## src/rtl/fix_pkg.sv

```systemverilog
// Shared FIX definitions: checksum-generator state encoding and protocol byte constants.
package fix_pkg;

    typedef enum logic [2:0] {
        ST_IDLE  = 3'd0,
        ST_ACCUM = 3'd1,
        ST_DIG_H = 3'd2,
        ST_DIG_T = 3'd3,
        ST_DIG_U = 3'd4
    } chk_state_e;

    localparam logic [7:0] ASCII_ZERO = 8'h30;
    localparam logic [7:0] SOH        = 8'h01;
    localparam logic [7:0] EQ         = 8'h3d;

endpackage

```

## src/rtl/fix_checksum_gen_if.sv

```systemverilog
// Byte-path interface between the FIX message creator (master) and the checksum generator (slave).
// The byte_count_o signal exists only when FIX_CHKSM_CNT_EN is defined.
interface fix_checksum_gen_if
`ifdef FIX_CHKSM_CNT_EN
    #(parameter int unsigned CNT_W = 16)
`endif
    ;

    logic       start_i;
    logic [7:0] byte_i;
    logic       byte_valid_i;
    logic       end_i;
    logic [7:0] checksum_val_o;
    logic       digit_valid_o;
    logic       done_o;
    logic       busy_o;
`ifdef FIX_CHKSM_CNT_EN
    logic [CNT_W-1:0] byte_count_o;

    modport master (
        output start_i, byte_i, byte_valid_i, end_i,
        input  checksum_val_o, digit_valid_o, done_o, busy_o, byte_count_o
    );

    modport slave (
        input  start_i, byte_i, byte_valid_i, end_i,
        output checksum_val_o, digit_valid_o, done_o, busy_o, byte_count_o
    );
`else
    modport master (
        output start_i, byte_i, byte_valid_i, end_i,
        input  checksum_val_o, digit_valid_o, done_o, busy_o
    );

    modport slave (
        input  start_i, byte_i, byte_valid_i, end_i,
        output checksum_val_o, digit_valid_o, done_o, busy_o
    );
`endif

endinterface

```

## src/rtl/fix_bin2ascii3.sv

```systemverilog
// Combinational 8-bit binary to three ASCII decimal digits (hundreds, tens, units).
module fix_bin2ascii3
    import fix_pkg::*;
(
    input  logic [7:0] bin_i,
    output logic [7:0] hund_o,
    output logic [7:0] tens_o,
    output logic [7:0] unit_o
);

    always_comb begin
        hund_o = ASCII_ZERO + (bin_i / 8'd100);
        tens_o = ASCII_ZERO + ((bin_i / 8'd10) % 8'd10);
        unit_o = ASCII_ZERO + (bin_i % 8'd10);
    end

endmodule

```

## src/rtl/fix_checksum_gen.sv

```systemverilog
// FIX tag-10 checksum generator: sums message bytes mod 256, excluding the trailing EXCL bytes,
// and returns the sum as three ASCII digits. Optional byte counter under FIX_CHKSM_CNT_EN.
module fix_checksum_gen
    import fix_pkg::*;
#(
    parameter int unsigned EXCL = 2
`ifdef FIX_CHKSM_CNT_EN
  , parameter int unsigned CNT_W = 16
`endif
) (
    input logic             clk,
    input logic             rst,
    fix_checksum_gen_if.slave bus
);

    localparam int unsigned DLY_D    = (EXCL == 0) ? 1 : EXCL;
    localparam logic [2:0]  EXCL_OCC = 3'(EXCL);

    chk_state_e state_q, state_d;
    logic [7:0] acc_q, acc_d;
    logic [7:0] final_q, final_d;
    logic [2:0] occ_q, occ_d;
    logic [7:0] dly_q [DLY_D];
    logic [7:0] dly_d [DLY_D];
    logic [7:0] val_q, val_d;
    logic       dv_q, dv_d;
    logic       done_q, done_d;
    logic       busy_q, busy_d;

    logic       restart;
    logic       byte_take;
    logic       add_en;
    logic [7:0] add_byte;
    logic [7:0] dig_h, dig_t, dig_u;

`ifdef FIX_CHKSM_CNT_EN
    logic [CNT_W-1:0] cnt_q, cnt_d;
`endif

    // Converter sees final_d so the hundreds digit is ready on the cycle after end_i.
    fix_bin2ascii3 u_bin2ascii3 (
        .bin_i  (final_d),
        .hund_o (dig_h),
        .tens_o (dig_t),
        .unit_o (dig_u)
    );

    always_comb begin
        state_d   = state_q;
        acc_d     = acc_q;
        final_d   = final_q;
        occ_d     = occ_q;
        dly_d     = dly_q;
        restart   = 1'b0;
        byte_take = 1'b0;
        add_en    = 1'b0;
        add_byte  = 8'h00;

        if (bus.start_i && (state_q inside {ST_IDLE, ST_ACCUM, ST_DIG_U})) begin
            restart = 1'b1;
            acc_d   = '0;
            occ_d   = '0;
            if (bus.end_i) begin
                final_d = '0;
                state_d = ST_DIG_H;
            end else begin
                state_d   = ST_ACCUM;
                byte_take = bus.byte_valid_i;
            end
        end else begin
            case (state_q)
                ST_ACCUM: begin
                    if (bus.end_i) begin
                        final_d = acc_q;
                        state_d = ST_DIG_H;
                    end else begin
                        byte_take = bus.byte_valid_i;
                    end
                end
                ST_DIG_H: state_d = ST_DIG_T;
                ST_DIG_T: state_d = ST_DIG_U;
                ST_DIG_U: state_d = ST_IDLE;
                default:  state_d = ST_IDLE;
            endcase
        end

        if (byte_take) begin
            if (EXCL == 0) begin
                add_en   = 1'b1;
                add_byte = bus.byte_i;
            end else begin
                if (occ_d == EXCL_OCC) begin
                    add_en   = 1'b1;
                    add_byte = dly_q[DLY_D-1];
                end else begin
                    occ_d = occ_d + 3'd1;
                end
                for (int unsigned i = DLY_D - 1; i > 0; i--) begin
                    dly_d[i] = dly_q[i-1];
                end
                dly_d[0] = bus.byte_i;
            end
        end

        if (add_en) begin
            acc_d = acc_d + add_byte;
        end

        case (state_d)
            ST_DIG_H: val_d = dig_h;
            ST_DIG_T: val_d = dig_t;
            ST_DIG_U: val_d = dig_u;
            default:  val_d = 8'h00;
        endcase
        dv_d   = state_d inside {ST_DIG_H, ST_DIG_T, ST_DIG_U};
        done_d = (state_d == ST_DIG_U);
        busy_d = (state_d != ST_IDLE);
    end

`ifdef FIX_CHKSM_CNT_EN
    always_comb begin
        cnt_d = cnt_q;
        if (restart) begin
            cnt_d = '0;
        end
        if (add_en && (cnt_d != '1)) begin
            cnt_d = cnt_d + 1'b1;
        end
    end

    always_ff @(posedge clk) begin
        if (rst) begin
            cnt_q <= '0;
        end else begin
            cnt_q <= cnt_d;
        end
    end

    assign bus.byte_count_o = cnt_q;
`endif

    always_ff @(posedge clk) begin
        if (rst) begin
            state_q <= ST_IDLE;
            acc_q   <= '0;
            final_q <= '0;
            occ_q   <= '0;
            for (int unsigned i = 0; i < DLY_D; i++) begin
                dly_q[i] <= '0;
            end
            val_q   <= '0;
            dv_q    <= 1'b0;
            done_q  <= 1'b0;
            busy_q  <= 1'b0;
        end else begin
            state_q <= state_d;
            acc_q   <= acc_d;
            final_q <= final_d;
            occ_q   <= occ_d;
            dly_q   <= dly_d;
            val_q   <= val_d;
            dv_q    <= dv_d;
            done_q  <= done_d;
            busy_q  <= busy_d;
        end
    end

    assign bus.checksum_val_o = val_q;
    assign bus.digit_valid_o  = dv_q;
    assign bus.done_o         = done_q;
    assign bus.busy_o         = busy_q;

endmodule

```

## src/flat_wrapper.sv

```systemverilog
// flat-port wrapper written by rule: the top's interface ports become plain ports
module fix_checksum_gen_flat import fix_pkg::*;
#(
    parameter int unsigned EXCL = 2

)
  (clk, rst, bus_start_i, bus_byte_i, bus_byte_valid_i, bus_end_i, bus_checksum_val_o, bus_digit_valid_o, bus_done_o, bus_busy_o);
  fix_checksum_gen_if bus_i ();
  input logic clk;
  input logic rst;
  input wire logic [$bits(bus_i.start_i)-1:0] bus_start_i;
  input wire logic [$bits(bus_i.byte_i)-1:0] bus_byte_i;
  input wire logic [$bits(bus_i.byte_valid_i)-1:0] bus_byte_valid_i;
  input wire logic [$bits(bus_i.end_i)-1:0] bus_end_i;
  output wire logic [$bits(bus_i.checksum_val_o)-1:0] bus_checksum_val_o;
  output wire logic [$bits(bus_i.digit_valid_o)-1:0] bus_digit_valid_o;
  output wire logic [$bits(bus_i.done_o)-1:0] bus_done_o;
  output wire logic [$bits(bus_i.busy_o)-1:0] bus_busy_o;
  assign bus_i.start_i = bus_start_i;
  assign bus_i.byte_i = bus_byte_i;
  assign bus_i.byte_valid_i = bus_byte_valid_i;
  assign bus_i.end_i = bus_end_i;
  assign bus_checksum_val_o = bus_i.checksum_val_o;
  assign bus_digit_valid_o = bus_i.digit_valid_o;
  assign bus_done_o = bus_i.done_o;
  assign bus_busy_o = bus_i.busy_o;
  fix_checksum_gen #(.EXCL(EXCL)) u_core (.clk(clk), .rst(rst), .bus(bus_i));
endmodule
```

## config.mk

```make
export PLATFORM = sky130hd
export DESIGN_NAME = fix_checksum_gen_flat
export DESIGN_NICKNAME = d
export VERILOG_FILES = /design/src/rtl/fix_pkg.sv /design/src/rtl/fix_checksum_gen_if.sv /design/src/rtl/fix_bin2ascii3.sv /design/src/rtl/fix_checksum_gen.sv /design/src/flat_wrapper.sv
export SDC_FILE = /design/constraint.sdc
export NUM_CORES = 1
export LEC_CHECK = 0
export CAP_MARGIN = 20
export CORE_UTILIZATION = 35
export DETAILED_ROUTE_END_ITERATION = 7
export DONT_BUFFER_PORTS = 1
export GPL_TIMING_DRIVEN = 0
export HOLD_SLACK_MARGIN = 0.1
export SYNTH_ARGS = -nofsm -noshare
export SYNTH_HDL_FRONTEND = slang
export SYNTH_HIERARCHICAL = 1
export SYNTH_SLANG_ARGS = --single-unit
```

## constraint.sdc

```tcl
create_clock -name clk -period 6.1 [get_ports clk]
set_input_delay 0.305 -clock clk [delete_from_list [all_inputs] [get_ports clk]]
set_output_delay 0.305 -clock clk [all_outputs]
set_load 0.01 [all_outputs]
```

* Word-level counts from Yosys, hierarchy flattened
Cells that the tools add are included.
** Word-level totals
- Bits in registers :: 49
- Bits of input ports :: 13
- Output and inout bits :: 11
- Word-level logic and storage cells :: 53
** Cells by class
- $add $sub $neg :: 5
- Divide/modulo/power cells :: 4
- Equality and inequality tests :: 8
- Mux-type cells :: 21
- Reduce and logical (&&, ||, !) cells :: 5
** Operators by type and width (number)
- $mux 8 :: 8
- $add 6x8->8 const A :: 3
- $pmux 8 s3 :: 1
- $mod 8x4->8 const B :: 2
- $eq 3x2->1 const B :: 5
- $mux 3 :: 5
- $pmux 3 s3 :: 1
- $reduce_bool 3->1 :: 3
- $add 8x8->8 :: 1
- $div 8x4->8 const B :: 1
- $div 8x7->8 const B :: 1
- $eq 3x3->1 const B :: 2
- $mux 1 :: 5
- $add 3x1->3 const B :: 1
- $eq 3x1->1 const B :: 1
- $logic_not 3->1 :: 1
- $mux 2 :: 1
- $logic_and 1x1->1 :: 1

* Logic depth before layout (Yosys ltp)
Gate-level depths: netlist (run 1).
- Depth after elaboration :: 9
- Depth in mapped cells :: 27
- Depth with buffers taken out :: 23

* Cells and area by module
Netlist (run 1), hierarchy kept.
** Modules (own cells, without submodules)
- fix_checksum_gen :: instances 1, cells an instance 280, area an instance 2344.7 sq um
- fix_bin2ascii3 :: instances 1, cells an instance 165, area an instance 1114.8 sq um

* Worst setup path after synthesis (run 1)
No wires, ideal clock.
- Path kind :: register to register
- Start point :: register u_core.state_q[0]
- End point :: register u_core.val_q[6], in the netlist u_core/bus.checksum_val_o[6]
- Arrival time :: 4.731 ns
- Required time :: 5.967 ns
- Setup slack :: 1.236 ns
- Cell stages (with the launch flop) :: 26
- Period minus slack after synthesis :: 4.864 ns
- Cells stage by stage :: dfxtp_1 > nor2b_1 > buf_4 > nand2_1 > nor2b_1 > clkbuf_1 > a22o_1 > buf_4 > clkbuf_1 > o21ai_0 > a22oi_1 > ha_1 > nand2_1 > a2111o_1 > o21ai_4 > xnor2_1 > ha_1 > or3_1 > a21oi_2 > nor2_1 > mux2i_1 > ha_1 > xnor2_1 > mux2_2 > a22oi_1 > nor2_1
** On the way
- Word-level cells in the longest chain between the ends :: 8
** RTL lines
- start, declared :: line fix_checksum_gen.sv:19 : chk_state_e state_q, state_d;
- start signal, assigned :: line fix_checksum_gen.sv:156 : state_q <= state_d;
- $eq 3x1->1, or another cell as far along :: line fix_checksum_gen.sv:59, fix_checksum_gen.sv:71
- $reduce_bool 3->1 :: line fix_checksum_gen.sv:59 : if (bus.start_i && (state_q inside {ST_IDLE, ST_ACCUM, ST_DIG_U})) begin
- $logic_and 1x1->1 :: line fix_checksum_gen.sv:59
- $mux 8 * :: line fix_checksum_gen.sv:59
- via u_core.final_d[7] :: line fix_checksum_gen.sv:21 : logic [7:0] final_q, final_d;
- $div 8x4->8 * :: line fix_bin2ascii3.sv:13 : tens_o = ASCII_ZERO + ((bin_i / 8'd10) % 8'd10);
- $mod 8x4->8 * :: line fix_bin2ascii3.sv:13
- $add 6x8->8 * :: line fix_bin2ascii3.sv:13
- via u_core.dig_t[6] :: line fix_checksum_gen.sv:34 : logic [7:0] dig_h, dig_t, dig_u;
- $pmux 8 s3 * :: line fix_checksum_gen.sv:109 : case (state_d)
- end signal, assigned :: line fix_checksum_gen.sv:161 : val_q <= val_d;
- end, declared :: line fix_checksum_gen.sv:25 : logic [7:0] val_q, val_d;
The timed path passes the listed nets; every way through them passes the cells marked *.
A chain may end at the register's enable or synchronous reset.

* Worst setup path in the final report (run 1)
Ends and elaborated chain as after synthesis.

==> results of run 1 <==
cell type report:
| class | instances | area [um^2] |
|---|---|---|
| clock inverters | 2 | 38.79 |
| flip-flops and latches | 49 | 980.9 |
| multi-input cells | 349 | 2226 |
| fillers | 1007 | 5657 |
| well taps | 129 | 161.4 |
| inverters | 22 | 82.58 |
| plain buffers | 32 | 196.4 |
| clock buffers | 6 | 72.57 |
cells by family (layout without fill, tap and decap cells):
| family | after synthesis | in the layout | synth area share |
|---|---|---|---|
| muxes | 15 | 15 | 0.04702 |
| DFF | 49 | 49 | 0.2835 |
| other | 2 | 10 | 0.002171 |
| AOI/OAI and AO/OA | 122 | 122 | 0.2430 |
| buffers and inverters | 55 | 62 | 0.08173 |
| xor gates and xnor gates | 11 | 11 | 0.02785 |
| and+or+nand+nor | 175 | 175 | 0.2546 |
| adders and majority gates | 16 | 16 | 0.06004 |
cell usage in the layout, fill, tap and decap left out, types with 5 or more instances in the layout:
cell      netlist  layout
a22o_1          8       8
o21ai_0        16      16
and2_1         13      13
a22oi_1        11      11
nand2_1        60      60
xnor2_1         7       7
dfxtp_1        49      49
a21oi_1        43      43
buf_4          11      11
conb_1          2      10
inv_1          17      17
o21ai_1         7       7
nor3_1          6       6
mux2i_1         5       5
clkbuf_1        8       8
nand2b_1        9       9
buf_2          10      10
clkbuf_8        0       5
mux2_2         10      10
nand3_1         6       6
ha_1           15      15
nor2_1         40      40
nor2b_1        16      16
per-stage QoR:
stage          hold slack, ns  total power [mW]
2_1_floorplan          0.4317            0.3950
3_3_place_gp           0.4372            0.4082
3_5_place_dp           0.4456            0.4089
4_1_cts                0.1256            0.6388
5_1_grt                0.1223            0.6618
6_report               0.1372            0.6285
power by group through the flow:
stage / logic, mW / registers, mW / clock network [mW]
2_1_floorplan: 0.0534 / 0.342 / 0
3_3_place_gp: 0.0652 / 0.343 / 0
3_5_place_dp: 0.0659 / 0.343 / 0
4_1_cts: 0.0661 / 0.335 / 0.237
5_1_grt: 0.0752 / 0.336 / 0.250
6_report: 0.0654 / 0.335 / 0.228
sequential cells by signal (all words and copies together) (netlist names):
signal	count
u_core/occ_q	3
u_core/bus.done_o	1
u_core/bus.checksum_val_o	8
u_core/state_q	3
u_core/bus.digit_valid_o	1
u_core/acc_q	8
u_core/final_q	8
u_core/bus.busy_o	1
u_core/dly_q	16
worst max-delay path, delay by kind of cell, from the launching register on:
family	cells	cell delay (ns)
AOI/OAI and AO/OA	6	1.57
and+or+nand+nor	8	1.05
buffers and inverters	4	0.92
adders and majority gates	3	0.69
DFF	1	0.40
muxes	2	0.37
xor gates and xnor gates	2	0.30
synth_stat cells (all sizes together), types with 9 or more instances:
| cell type | n | share of area |
|---|---|---|
| a22oi | 11 | 0.024 |
| buf | 25 | 0.049 |
| dfxtp | 49 | 0.28 |
| ha | 15 | 0.054 |
| o21ai | 24 | 0.038 |
| nand2b | 9 | 0.016 |
| and2 | 13 | 0.024 |
| nor2b | 18 | 0.035 |
| nor2 | 40 | 0.043 |
| nand2 | 60 | 0.065 |
| mux2 | 10 | 0.033 |
| a21oi | 44 | 0.065 |
| inv | 21 | 0.023 |
worst max path at each step:
stage                                  from                            to  cells after the start
after global routing      u_core/state_q[0]  u_core/bus.checksum_val_o[5]                     25
after floorplan           u_core/state_q[0]  u_core/bus.checksum_val_o[6]                     25
after detailed placement  u_core/state_q[0]  u_core/bus.checksum_val_o[5]                     25
after global placement    u_core/state_q[0]  u_core/bus.checksum_val_o[6]                     25
after CTS                 u_core/state_q[0]  u_core/bus.checksum_val_o[6]                     25
final                     u_core/state_q[0]  u_core/bus.checksum_val_o[6]                     25
metal layers:
metal  up-vias  track usage  routed length [um]
li1       1544            -                   -
met5         -            0                   0
met2        45       0.2648                3403
met1      1355       0.2017                3699
met3         2      0.02484                 194
met4         0      0.03456                  31
==> metrics.md, run 1 <==
| Metric | Value |
|---|---|
| Slowest stage delay, CP | `around 0.4 ns` |
| Worst Hold Class | `in2reg` |
| Net Sw Frac | `0.2420` |
| Setup TNS | `0 ns` |
| Total wire length | `~7300 um` |
| Post-Layout Cell Count | `589` |
| Internal power | `0.4765 mW` |
| Fin worst setup slack | `0.6636 ns` |
| Final HPWL DP | `5713 um` |
| DIE WIDTH | `slightly above 100 um` |
| Hold EP | `u_core/dly_q[11]` |
| Worst Path Arrival | `between 5 and 6 ns` |
| Least-Margin Pin Slew | `0.7507 ns` |
| Worst Setup Path Type | `reg2reg` |
| CTS tree | `built` |
| P_leak | `1.495 nW` |
| Clock Tree Root | `clkbuf_8` |
| Syn Area/Cell | `7.774 um^2` |
| Fmax | `0.1839 GHz` |
| Unrepaired setup endpoints after global routing | `no` |
| DRT iter0 DRCs | `86` |
| TritonRoute pass-1 iters | `4` |
| Global-route wire length before repair | `12,920 um` |
| Sw power | `0.1521 mW` |
| Post-Syn Instances | `445` |
| Clock Pin Slew Worst Setup and Hold Paths | `0.09 ns` |
| IO buf count | `0` |
| Crit. End Element | `flip-flop` |
| Fin crit share | `0.8912` |
| Dpl ws | `roughly 0.54 ns` |
| Sink Count | `49` |
| Cell area after layout | `3759 um^2` |
| Via/cell ratio | `5.002` |
| Crit path required time | `6.27 ns` |
| Yosys cell types | `68` |
| Critical register-to-register path startpoint | `u_core/state_q[0]` |
| Nets | `488` |
| CTS buffer count | `5` |
| Ant. Diodes | `0` |
| Hold Fails Final Rpt | `0` |
| Postcts setup bufs | `0` |
| Longest Clk Path Bufs | `2` |
| Number of synthesized flops with an enable pin | `0` |
| Startpoint types | `flip-flop` |
| Rel. slew slack | `0.4942` |
| Critical path peak fanout | `10` |
| Gate power share | `0.104` |
| Top FF cell, synth | `dfxtp_1` |
| FP Rows | `35` |
| Clock Skews | `0.008487 ns` |
| Gr usage total | `0.1538` |
| Asr flop ratio synth | `0` |
| Post-route minimum period | `5.436 ns` |
| Seq/Total Area, Yosys | `0.2835` |
| Routability cong. | `0.8989` |
| Ys Warns | `6` |
| MaxCap Viol Count | `0` |
| Hold path start | `bus_byte_i[3]` |
| Ports | `24` |
| Worst-Skew Late Latency | `0.29 ns` |
| Area post-placement | `3651 um^2` |
| Slowest cell on crit path | `dfxtp_1` |
| Largest net degree at the start of global routing | `16` |
| DR WL/cell | `roughly 12 um` |
| Htree depth | `2` |
| CTS Hold Bufs | `0` |
| Reg2reg setup slack | `~0.66 ns` |
| Dpl cells | `582` |
| Status | `complete, no violations` |
| Reg2reg path depth | `25` |
| DR vias | `between 2,000 and 3,000` |
| Die height | `101.4 um` |
| Detail Route Antenna Nets | `0` |
| Hold Path Stages | `2` |
| Initial Utilization | `0.3674` |
| Sequential power share | `0.534` |
| FF+latch count, synth | `49` |
| Area growth, synth to finish | `8.644%` |
| Clock power frac | `0.362` |
| Gr ovfl total | `0` |
| Vias in the first global route | `2,866` |
| Core Area | `9415 um^2` |
| Synthesized cell area | `~3500 um^2` |
| Antenna violations before repair | `0` |
| RR Endpoint | `u_core/bus.checksum_val_o[6]` |
| Final number of setup-violating endpoints | `0` |
| Max IR drop VDD | `about 0.13 mV` |
| Layout cells sized above 1 | `0.1304` |
| Remaining routing DRC violations | `0` |
| Total die area | `10,290 um^2` |
| PwrDens | `between 150 and 200 nW/um^2` |
| Fin util | `0.3992` |
| Final Slew Violations | `0` |
| # resized after CTS | `0` |
(Power assumes the default switching activity.)
==> inputs of run 2 (changes only) <==
--- a/config.mk
+++ b/config.mk
@@ -6,5 +6,6 @@
 export NUM_CORES = 1
 export LEC_CHECK = 0
-export CAP_MARGIN = 20
+export CAP_MARGIN = 40
+export CORE_ASPECT_RATIO = 1.5
 export CORE_UTILIZATION = 35
 export DETAILED_ROUTE_END_ITERATION = 7
==> constraint.sdc (replaced) <==
create_clock -name clk -period 6.1 [get_ports clk]
set_input_delay 0.915 -clock clk [delete_from_list [all_inputs] [get_ports clk]]
set_output_delay 0.915 -clock clk [all_outputs]
set_load 0.01 [all_outputs]
==> run 2 against run 1 <==
Effect of this change: cell count fell by 2.5%; clock skew fell by 0.0013 ns; sequential share of layout area down 0.18 points; wire length grew 7.3%; via count is 1.7% higher; worst setup slack worse by 0.15 ns; largest power group unchanged.
==> metrics.md, run 2 (same netlist as run 1, synthesis figures left out) <==
| Metric | Value |
|---|---|
| Biggest register | `u_core/dly_q` |
| PwrDens | `180.5 nW/um^2 (+7.9%)` |
| Largest net degree at the start of global routing | `15 (-1)` |
| TritonRoute pass-1 iters | `4 (unchanged)` |
| Max reg flops | `16 (unchanged)` |
| Clock Skews | `0.007221 ns (-0.001266 ns)` |
| Hold Fails Final Rpt | `0 (unchanged)` |
| Area growth, synth to finish | `9.403%` |
| Core Area | `9634 um^2 (+2.3%)` |
| Hold Path Stages | `2 (unchanged)` |
| Total wire length | `7864 um (+7.3%)` |
| Crit path required time | `6.26 ns (about the same)` |
| Gr usage total | `0.1611 (+0.007278)` |
| Least-Margin Pin Slew | `0.6740 ns (-0.07673 ns)` |
| DR WL/cell | `13.70 um (+10%)` |
| Longest Clk Path Bufs | `2 (unchanged)` |
| Slowest cell on crit path | `or3_1` |
| Critical-path cell list | `nor2b_1 -> nand2_1 -> nor2b_1 -> clkbuf_1 -> a22o_1 -> buf_2 -> buf_2 -> nor2_1 -> a22oi_2 -> ha_1 -> nand2_1 -> a2111o_1 -> o21ai_4 -> xnor2_1 -> ha_1 -> or3_1 -> a21oi_2 -> nor2_1 -> mux2i_1 -> ha_1 -> xnor2_1 -> mux2_2 -> a22oi_1 -> nor2_1` |
| Clock Pin Slew Worst Setup and Hold Paths | `0.07 ns (-0.02 ns)` |
| CTS buffer count | `5 (unchanged)` |
| RR Endpoint | `u_core/bus.checksum_val_o[6]` |
| Die height | `123.8 um (+22%)` |
| Ant. Diodes | `0 (unchanged)` |
| P_leak | `1.510 nW (+0.99%)` |
| Reg2reg path depth | `25 (unchanged)` |
| Fin util | `0.3929 (-0.006346)` |
| FP Rows | `44 (+26%)` |
| Commonest cells after routing, fill and taps aside | `60 x nand2_1, 49 x dfxtp_1, 43 x a21oi_1` |
| Total die area | `10,290 um^2 (about the same)` |
| Gr ovfl total | `0 (unchanged)` |
| Final HPWL DP | `6179 um (+8.2%)` |
| Status | `complete, no violations` |
| Critical path peak fanout | `10 (unchanged)` |
| Commonest non-fill, non-tap cell in the layout | `nand2_1` |
| CP startpoint | `bus_end_i` |
| IO buf count | `0 (unchanged)` |
| CTS tree | `built` |
| Layout cells sized above 1 | `0.1351 (+0.004641)` |
| Worst-Skew Late Latency | `0.29 ns (about the same)` |
| Setup TNS | `0 ns (unchanged)` |
| Final Slew Violations | `0 (unchanged)` |
| MaxCap Viol Count | `0 (unchanged)` |
| Reg2reg setup slack | `0.69 ns (+0.03 ns)` |
| Vias in the first global route | `2,969 (+3.6%)` |
| Cell area after layout | `3785 um^2 (+0.70%)` |
| Initial Utilization | `0.3591 (-0.008351)` |
| Final number of setup-violating endpoints | `0 (unchanged)` |
| Fin crit share | `0.9151 (+0.02392)` |
| Unrepaired setup endpoints after global routing | `no` |
| Hold EP | `u_core/dly_q[5]` |
| Worst Setup Path Type | `in2reg` |
| Area post-placement | `3633 um^2 (-0.48%)` |
| Clock Tree Root | `clkbuf_16` |
| Worst Path Arrival | `5.75 ns (+0.14 ns)` |
| Routability cong. | `0.8404 (-6.5%)` |
| CTS Hold Bufs | `0 (unchanged)` |
| Critical register-to-register path startpoint | `u_core/state_q[0]` |
| Htree depth | `2 (unchanged)` |
| Post-route minimum period | `5.582 ns (+0.1459 ns)` |
| Crit. End Element | `flip-flop` |
| Antenna violations before repair | `0 (unchanged)` |
| DIE WIDTH | `83.18 um (-18%)` |
| Sink Count | `49 (unchanged)` |
| Via/cell ratio | `5.221 (+4.4%)` |
| DR vias | `2,997 (+1.7%)` |
| Postcts setup bufs | `0 (unchanged)` |
| # resized after CTS | `0 (unchanged)` |
| Rel. slew slack | `0.5459 (+0.05169)` |
| Nets | `488 (unchanged)` |
| Ports | `24 (unchanged)` |
| Hold_ws | `0.4473 ns (+0.3100 ns)` |
| Detail Route Antenna Nets | `0 (unchanged)` |
| DRT iter0 DRCs | `146 (+70%)` |
| Worst Hold Class | `reg2reg` |
| Filler cells | `998 (-0.89%)` |
| Hold path start | `u_core/dly_q[13]` |
| Slowest stage delay, CP | `0.39 ns (about the same)` |
| Max IR drop VDD | `0.1700 mV (+29%)` |
| Remaining routing DRC violations | `0 (unchanged)` |
| Dpl ws | `-0.1062 ns (-0.6506 ns)` |
| Fmax | `0.1791 GHz (-2.6%)` |
| Startpoint types | `input port` |
| Fin worst setup slack | `0.5177 ns (-0.1459 ns)` |
| Global-route wire length before repair | `13,500 um (+4.5%)` |
run 2: critical path: cells and delay by family:
family	cells	cell delay [ns]
fa+ha+maj	3	0.66
mux	2	0.40
compound gates	6	1.57
xor+xnor	2	0.28
simple gates	8	1.16
buf+inv	3	0.76
run 2: area by class of cell:
type	instances	area (um^2)	area share
plain buffers	32	196.4	0.05190
clock buffers	6	138.9	0.03669
clock inverters	1	7.507	0.001983
inverters	22	82.58	0.02182
multi-input cells	349	2235	0.5904
flip-flops and latches	49	980.9	0.2592
well taps	115	143.9	0.03802
run 2: worst max path at each step:
stage                                   end  depth (start not counted)  slack, ns
3_5_place_dp   u_core/bus.checksum_val_o[6]                         22      -0.11
3_3_place_gp   u_core/bus.checksum_val_o[6]                         22      -0.09
2_1_floorplan  u_core/bus.checksum_val_o[6]                         24       0.75
5_1_grt        u_core/bus.checksum_val_o[6]                         24       0.12
6_report       u_core/bus.checksum_val_o[6]                         24       0.52
4_1_cts        u_core/bus.checksum_val_o[6]                         22       0.20
run 2: power by group:
part / switching (mW) / total, mW / leakage, nW / internal, mW
clock network: 0.119 / 0.280 / 0.0690 / 0.161
registers: 0.00701 / 0.336 / 0.396 / 0.329
logic: 0.0423 / 0.0673 / 1.04 / 0.0250
total: 0.168 / 0.683 / 1.51 / 0.515
run 2: routing by layer:
| metal | track usage | share of wire | up-vias |
|---|---|---|---|
| met5 | 0 | 0 | - |
| met4 | 0.08297 | 0.033 | 0 |
| met3 | 0.02452 | 0.024 | 19 |
| met2 | 0.3289 | 0.55 | 50 |
| met1 | 0.1541 | 0.39 | 1378 |
| li1 | - | - | 1550 |
run 2: stage by stage:
stage	power, mW	cells
after global placement	0.4090	568
after global routing	0.7118	574
after floorplan	0.3950	453
after detailed placement	0.4100	568
final	0.6831	574
after CTS	0.6918	575
